[config.mk]
export PLATFORM = sky130hd
export DESIGN_NAME = mc_ctrl
export DESIGN_NICKNAME = d
export VERILOG_FILES = /design/src/rtl/mc_ctrl.sv
export SDC_FILE = /design/constraint.sdc
export NUM_CORES = 1
export LEC_CHECK = 0
export ABC_AREA = 1
export BUFFER_PORTS_ARGS = -buffer_cell sky130_fd_sc_hd__buf_2
export CAP_MARGIN = 20
export CORE_MARGIN = 4
export CORE_UTILIZATION = 44
export DETAILED_ROUTE_END_ITERATION = 16
export PLACE_DENSITY = 0.72
export SLEW_MARGIN = 20
export SYNTH_ARGS = -nofsm -noshare
export SYNTH_HDL_FRONTEND = slang
export SYNTH_SLANG_ARGS = --single-unit
[constraint.sdc]
create_clock -name clk -period 1.15 [get_ports clk]
set_clock_uncertainty 0.1 [all_clocks]
set_input_delay 0 -clock clk [delete_from_list [all_inputs] [get_ports clk]]
set_output_delay 0 -clock clk [all_outputs]
set_load 0.005 [all_outputs]
[src/rtl/mc_ctrl.sv]
// rtl/mc_ctrl.sv - multicycle processor control FSM (Moore decode, registered controls)
//
// Purpose: sequences FETCH/DECODE/execute/writeback states of a multicycle
// datapath and drives its register enables, strobes and mux selects.
// Ports:
//   clk, reset          clock; synchronous active-high reset to FETCH
//   op[OP_W-1:0]        opcode from the instruction register
//   zero                ALU zero flag, qualifies pc_en in BRANCH
//   mem_ready           memory handshake (only with MC_CTRL_MEM_WAIT_EN)
//   pc_en, ir_en, mdr_en, ab_en, aluout_en       register enables
//   mem_read, mem_write, reg_write               strobes
//   iord, reg_dst, mem_to_reg, alu_src_a         mux selects
//   alu_src_b, alu_op, pc_src                    2-bit selects
//   state[3:0]          current state (debug)
//   illegal             pulse in DECODE when the opcode is unknown
// Configuration: define MC_CTRL_MEM_WAIT_EN to make FETCH, MEM_RD and
// MEM_WR wait for mem_ready; otherwise every state lasts one cycle.

module mc_ctrl #(
    parameter int OP_W = 6
) (
    input  logic            clk,
    input  logic            reset,
    input  logic [OP_W-1:0] op,
    input  logic            zero,
    input  logic            mem_ready,
    output logic            pc_en,
    output logic            ir_en,
    output logic            mdr_en,
    output logic            ab_en,
    output logic            aluout_en,
    output logic            mem_read,
    output logic            mem_write,
    output logic            reg_write,
    output logic            iord,
    output logic            reg_dst,
    output logic            mem_to_reg,
    output logic            alu_src_a,
    output logic [1:0]      alu_src_b,
    output logic [1:0]      alu_op,
    output logic [1:0]      pc_src,
    output logic [3:0]      state,
    output logic            illegal
);

    localparam logic [OP_W-1:0] OP_R    = OP_W'(6'b000000);
    localparam logic [OP_W-1:0] OP_LW   = OP_W'(6'b100011);
    localparam logic [OP_W-1:0] OP_SW   = OP_W'(6'b101011);
    localparam logic [OP_W-1:0] OP_BEQ  = OP_W'(6'b000100);
    localparam logic [OP_W-1:0] OP_J    = OP_W'(6'b000010);
    localparam logic [OP_W-1:0] OP_ADDI = OP_W'(6'b001000);

    typedef enum logic [3:0] {
        FETCH    = 4'd0,
        DECODE   = 4'd1,
        MEM_ADDR = 4'd2,
        MEM_RD   = 4'd3,
        MEM_WB   = 4'd4,
        MEM_WR   = 4'd5,
        EXEC_R   = 4'd6,
        R_WB     = 4'd7,
        BRANCH   = 4'd8,
        JUMP     = 4'd9,
        ADDI_EX  = 4'd10,
        ADDI_WB  = 4'd11
    } state_t;

    typedef struct packed {
        logic       pc_en;
        logic       ir_en;
        logic       mdr_en;
        logic       ab_en;
        logic       aluout_en;
        logic       mem_read;
        logic       mem_write;
        logic       reg_write;
        logic       iord;
        logic       reg_dst;
        logic       mem_to_reg;
        logic       alu_src_a;
        logic [1:0] alu_src_b;
        logic [1:0] alu_op;
        logic [1:0] pc_src;
    } ctrl_t;

    state_t state_q;
    state_t nxt;
    ctrl_t  ctrl_q;
    logic   mem_done;
    logic   wait_state;
    logic   ready_gate;

`ifdef MC_CTRL_MEM_WAIT_EN
    assign mem_done = mem_ready;
`else
    logic unused_mem_ready;
    assign unused_mem_ready = mem_ready;
    assign mem_done         = 1'b1;
`endif

    // Control word for a state; the register holds decode(state_q), so the
    // outputs stay a pure function of the current state.
    function automatic ctrl_t decode(input state_t s);
        ctrl_t c;
        c = '0;
        case (s)
            FETCH:    begin c.mem_read = 1'b1; c.ir_en = 1'b1; c.alu_src_b = 2'd1; c.pc_en = 1'b1; end
            DECODE:   begin c.ab_en = 1'b1; c.alu_src_b = 2'd3; c.aluout_en = 1'b1; end
            MEM_ADDR: begin c.alu_src_a = 1'b1; c.alu_src_b = 2'd2; c.aluout_en = 1'b1; end
            MEM_RD:   begin c.mem_read = 1'b1; c.iord = 1'b1; c.mdr_en = 1'b1; end
            MEM_WB:   begin c.reg_write = 1'b1; c.mem_to_reg = 1'b1; end
            MEM_WR:   begin c.mem_write = 1'b1; c.iord = 1'b1; end
            EXEC_R:   begin c.alu_src_a = 1'b1; c.alu_op = 2'd2; c.aluout_en = 1'b1; end
            R_WB:     begin c.reg_write = 1'b1; c.reg_dst = 1'b1; end
            // pc_en in BRANCH is replaced by the zero flag at the output
            BRANCH:   begin c.alu_src_a = 1'b1; c.alu_op = 2'd1; c.pc_src = 2'd1; c.pc_en = 1'b1; end
            JUMP:     begin c.pc_src = 2'd2; c.pc_en = 1'b1; end
            ADDI_EX:  begin c.alu_src_a = 1'b1; c.alu_src_b = 2'd2; c.aluout_en = 1'b1; end
            ADDI_WB:  begin c.reg_write = 1'b1; end
            default:  c = '0;
        endcase
        return c;
    endfunction

    function automatic logic op_known(input logic [OP_W-1:0] o);
        return (o == OP_R) || (o == OP_LW) || (o == OP_SW) ||
               (o == OP_BEQ) || (o == OP_J) || (o == OP_ADDI);
    endfunction

    always_comb begin
        nxt = FETCH;
        case (state_q)
            FETCH:    nxt = mem_done ? DECODE : FETCH;
            DECODE: begin
                if (op == OP_R)                         nxt = EXEC_R;
                else if ((op == OP_LW) || (op == OP_SW)) nxt = MEM_ADDR;
                else if (op == OP_BEQ)                  nxt = BRANCH;
                else if (op == OP_J)                    nxt = JUMP;
                else if (op == OP_ADDI)                 nxt = ADDI_EX;
                else                                    nxt = FETCH;
            end
            MEM_ADDR: nxt = (op == OP_LW) ? MEM_RD : MEM_WR;
            MEM_RD:   nxt = mem_done ? MEM_WB : MEM_RD;
            MEM_WR:   nxt = mem_done ? FETCH : MEM_WR;
            EXEC_R:   nxt = R_WB;
            ADDI_EX:  nxt = ADDI_WB;
            default:  nxt = FETCH;  // one-cycle states and unused codes 12-15
        endcase
    end

    always_ff @(posedge clk) begin
        if (reset) begin
            state_q <= FETCH;
            ctrl_q  <= decode(FETCH);
        end else begin
            state_q <= nxt;
            ctrl_q  <= decode(nxt);
        end
    end

    // Enables that commit a memory result only fire on the completing cycle.
    assign wait_state = (state_q == FETCH) || (state_q == MEM_RD) || (state_q == MEM_WR);
    assign ready_gate = wait_state ? mem_done : 1'b1;

    assign pc_en      = (state_q == BRANCH) ? zero : (ctrl_q.pc_en & ready_gate);
    assign ir_en      = ctrl_q.ir_en & ready_gate;
    assign mdr_en     = ctrl_q.mdr_en & ready_gate;
    assign ab_en      = ctrl_q.ab_en;
    assign aluout_en  = ctrl_q.aluout_en;
    assign mem_read   = ctrl_q.mem_read;
    assign mem_write  = ctrl_q.mem_write;
    assign reg_write  = ctrl_q.reg_write;
    assign iord       = ctrl_q.iord;
    assign reg_dst    = ctrl_q.reg_dst;
    assign mem_to_reg = ctrl_q.mem_to_reg;
    assign alu_src_a  = ctrl_q.alu_src_a;
    assign alu_src_b  = ctrl_q.alu_src_b;
    assign alu_op     = ctrl_q.alu_op;
    assign pc_src     = ctrl_q.pc_src;
    assign state      = state_q;
    assign illegal    = (state_q == DECODE) && !op_known(op);

endmodule

==> run metrics <==
Synth cell types=20; Post-Layout Cell Count=214; drc violations=0; Initial Util=48.4%; WS Path Type=register to output port; DR iter-0 viols=51; outcome=finished, violations left; Fin. Hold Viols=0; Pre-antenna DRT Iters=4; diodes inserted=0; Synth Area in Adders=0%; setup ws final=-456 ps; met1 GRT Util=22.0%; HP Start=op[2]; grt met3 use=3.94%; Max Cap Viol=0; post-DR wirelength/cell=16.1 um; Seq pwr share=52.1%; final worst path period need=1610 ps; wirelength, routed=3440 um; failing checks=setup timing; Crit. Startpoint=state[2]; arrival time worst endpoint=1510 ps; RR Startpoint=state[2]; H-Tree Depth=1; die width=55.6 um; vias in the first global route=1043; flop and latch count out of synthesis=21; Max Root-Sink Buffers=2; Gate Count Post-Synth=132; Max Clock Freq=0.623 GHz; Clock Pin Slew Worst Setup and Hold Paths=130 ps; WHS=89.8 ps; CTS tree=built; Gate power share=21.6%; Syn Nets=142; post-route ant nets=0; xor and xnor area share after synthesis=0%; clock power share=26.3%; grt met2 use=34.6%; proportion of synthesized area in mux cells=1.13%; Final Slew Violations=0; GRT Residual Overflow=0; R2R cell count=10; worst hold path type=primary input to register; Layout Nets=198; Syn Area/Cell=7.56 um^2; simple-gate area share of the yosys netlist=41.0%; synth top area cells=dfxtp_1, nand2_1, inv_1; Finish-stage setup viols=21; global-route usage over all layers=19.8%; Synth Warn #=0; Die ar.=3100 um^2; Root Driver=clkbuf_4; Seq/Total Area, Yosys=42.1%; final core occ=80.7%; CTS Buf Count=3; post-place setup slack=-182 ps; GRT Max-Usage Layer=met2; kind of end point of the critical path=output port; height of the die=55.6 um; first-pass GRT wire length=4770 um; Cell Rows=16; CP max FO=3; DR vias=1077; maximum VDD drop=0.695 mV; mapped cell area=998 um^2; CP startpoint kind=register; via/cell ratio=5.03; Sink Count=21; P_int=1.03 mW; max_slew headroom=74.3%; worst skew pair latency=330 ps; Cells after DPL=198; Critical Path RT=1050 ps; period utilization=140%; core area=2060 um^2; Area Overhead vs Synth=66.7%; Compound-Gate Fraction of Synth Area=2.51%; Slew @ Worst Pin=385 ps; initial antenna violation count=0; DP HPWL=1780 um; worst hold path cell count=7; PwrDens=884 nW/um^2; largest area contributor in the netlist=dfxtp_1; main combinational cell family by area after synthesis=simple AND/OR/NAND/NOR gates; largest net degree at the start of global routing=13; port bufs=31; Yosys top cell area share=42.1%; switching part of the total=30.3%; share of layout cells above drive strength 1=66.3%; Largest register FFs=4; I/O pin count=33; net switching power=0.445 mW; Final GP Congestion=0.865; Leak Pwr=0.877 nW; RSZ-0062 raised after global routing=true; Setup TNS=-6890 ps
## layout by cell type, fill, tap and decap left out
master and instances:
mux2_4 1, nand3_4 4, nand2_2 5, a21oi_2 2
nor2_2 4, nand2_1 19, clkinv_2 1, dfxtp_4 4
inv_1 10, nor3_1 2, inv_4 1, nor3_2 1
clkinv_4 1, nand3_1 3, nand3_2 5, buf_2 30
nor2_1 9, o21bai_4 1, nand2_4 11, dfxtp_1 17
clkbuf_4 3, inv_6 1, nor3_4 2, nor2_4 12
inv_2 9, nand4_1 1, buf_6 11, buf_4 15
dlygate4sd3_1 2
## path summary, 6_finish.rpt
kind	end	slack (ps)
setup / recovery	illegal	-460
hold / removal	mdr_en	90
setup reg to reg	alu_src_b[0]	-420
hold reg to reg	mem_to_reg	510
## area by class of cell
type / count / area [um^2]
Clock buffer: 3 / 22.5
Clock inverter: 1 / 5.00
Fill cell: 109 / 398
Inverter: 22 / 95.1
Multi-Input combinational cell: 82 / 666
Sequential cell: 21 / 435
Tap cell: 27 / 33.8
Timing Repair Buffer: 58 / 407
## critical path: stages (launching register included)
cell	delay, ps
dfxtp_4	390
buf_6	120
nor2_4	160
nand3_4	140
buf_6	140
nor3_2	90
buf_2	130
## metrics by stage
| step | power (mW) | cell area (um^2) |
|---|---|---|
| floorplan | 0.893 | 1020 |
| global placement | 0.982 | 1270 |
| detailed placement | 0.987 | 1270 |
| CTS | 1.38 | 1530 |
| global route | 1.53 | 1660 |
| finish | 1.47 | 1660 |
## layer usage
layer	vias up	share of wire, %
met1	498	37
met2	66	51
met4	0	4.3
li1	500	-
met3	13	7.3
met5	-	0
## logic make-up (layout without fill, tap and decap cells)
logic type      after synthesis  count (layout)
flops                        21              21
buf+inv                      29              84
compound gates                3               3
mux                           1               1
simple gates                 78              78
## timing repair
action	CTS	global route
endpoints found under the hold margin	10	0
pin swaps	18	18
setup endpoints to repair	19	20
hold buffers	2	0
buffers inserted	7	6
gates resized for setup	38	32
## power by group through the flow
stage / Combinational [mW] / Sequential [mW] / Clock [mW]
6_report: 0.317 / 0.767 / 0.387
2_1_floorplan: 0.107 / 0.786 / 0
5_1_grt: 0.343 / 0.770 / 0.414
3_5_place_dp: 0.204 / 0.784 / 0
4_1_cts: 0.254 / 0.762 / 0.365
3_3_place_gp: 0.200 / 0.782 / 0
## synthesized netlist by cell type, drive strengths merged
master  instances
a21oi           2
buf             7
clkinv          1
dfxtp          21
inv            21
mux2            1
nand2          35
nand3          12
nand4           1
nor2           25
nor3            5
o21bai          1
(Power assumes the default switching activity.)
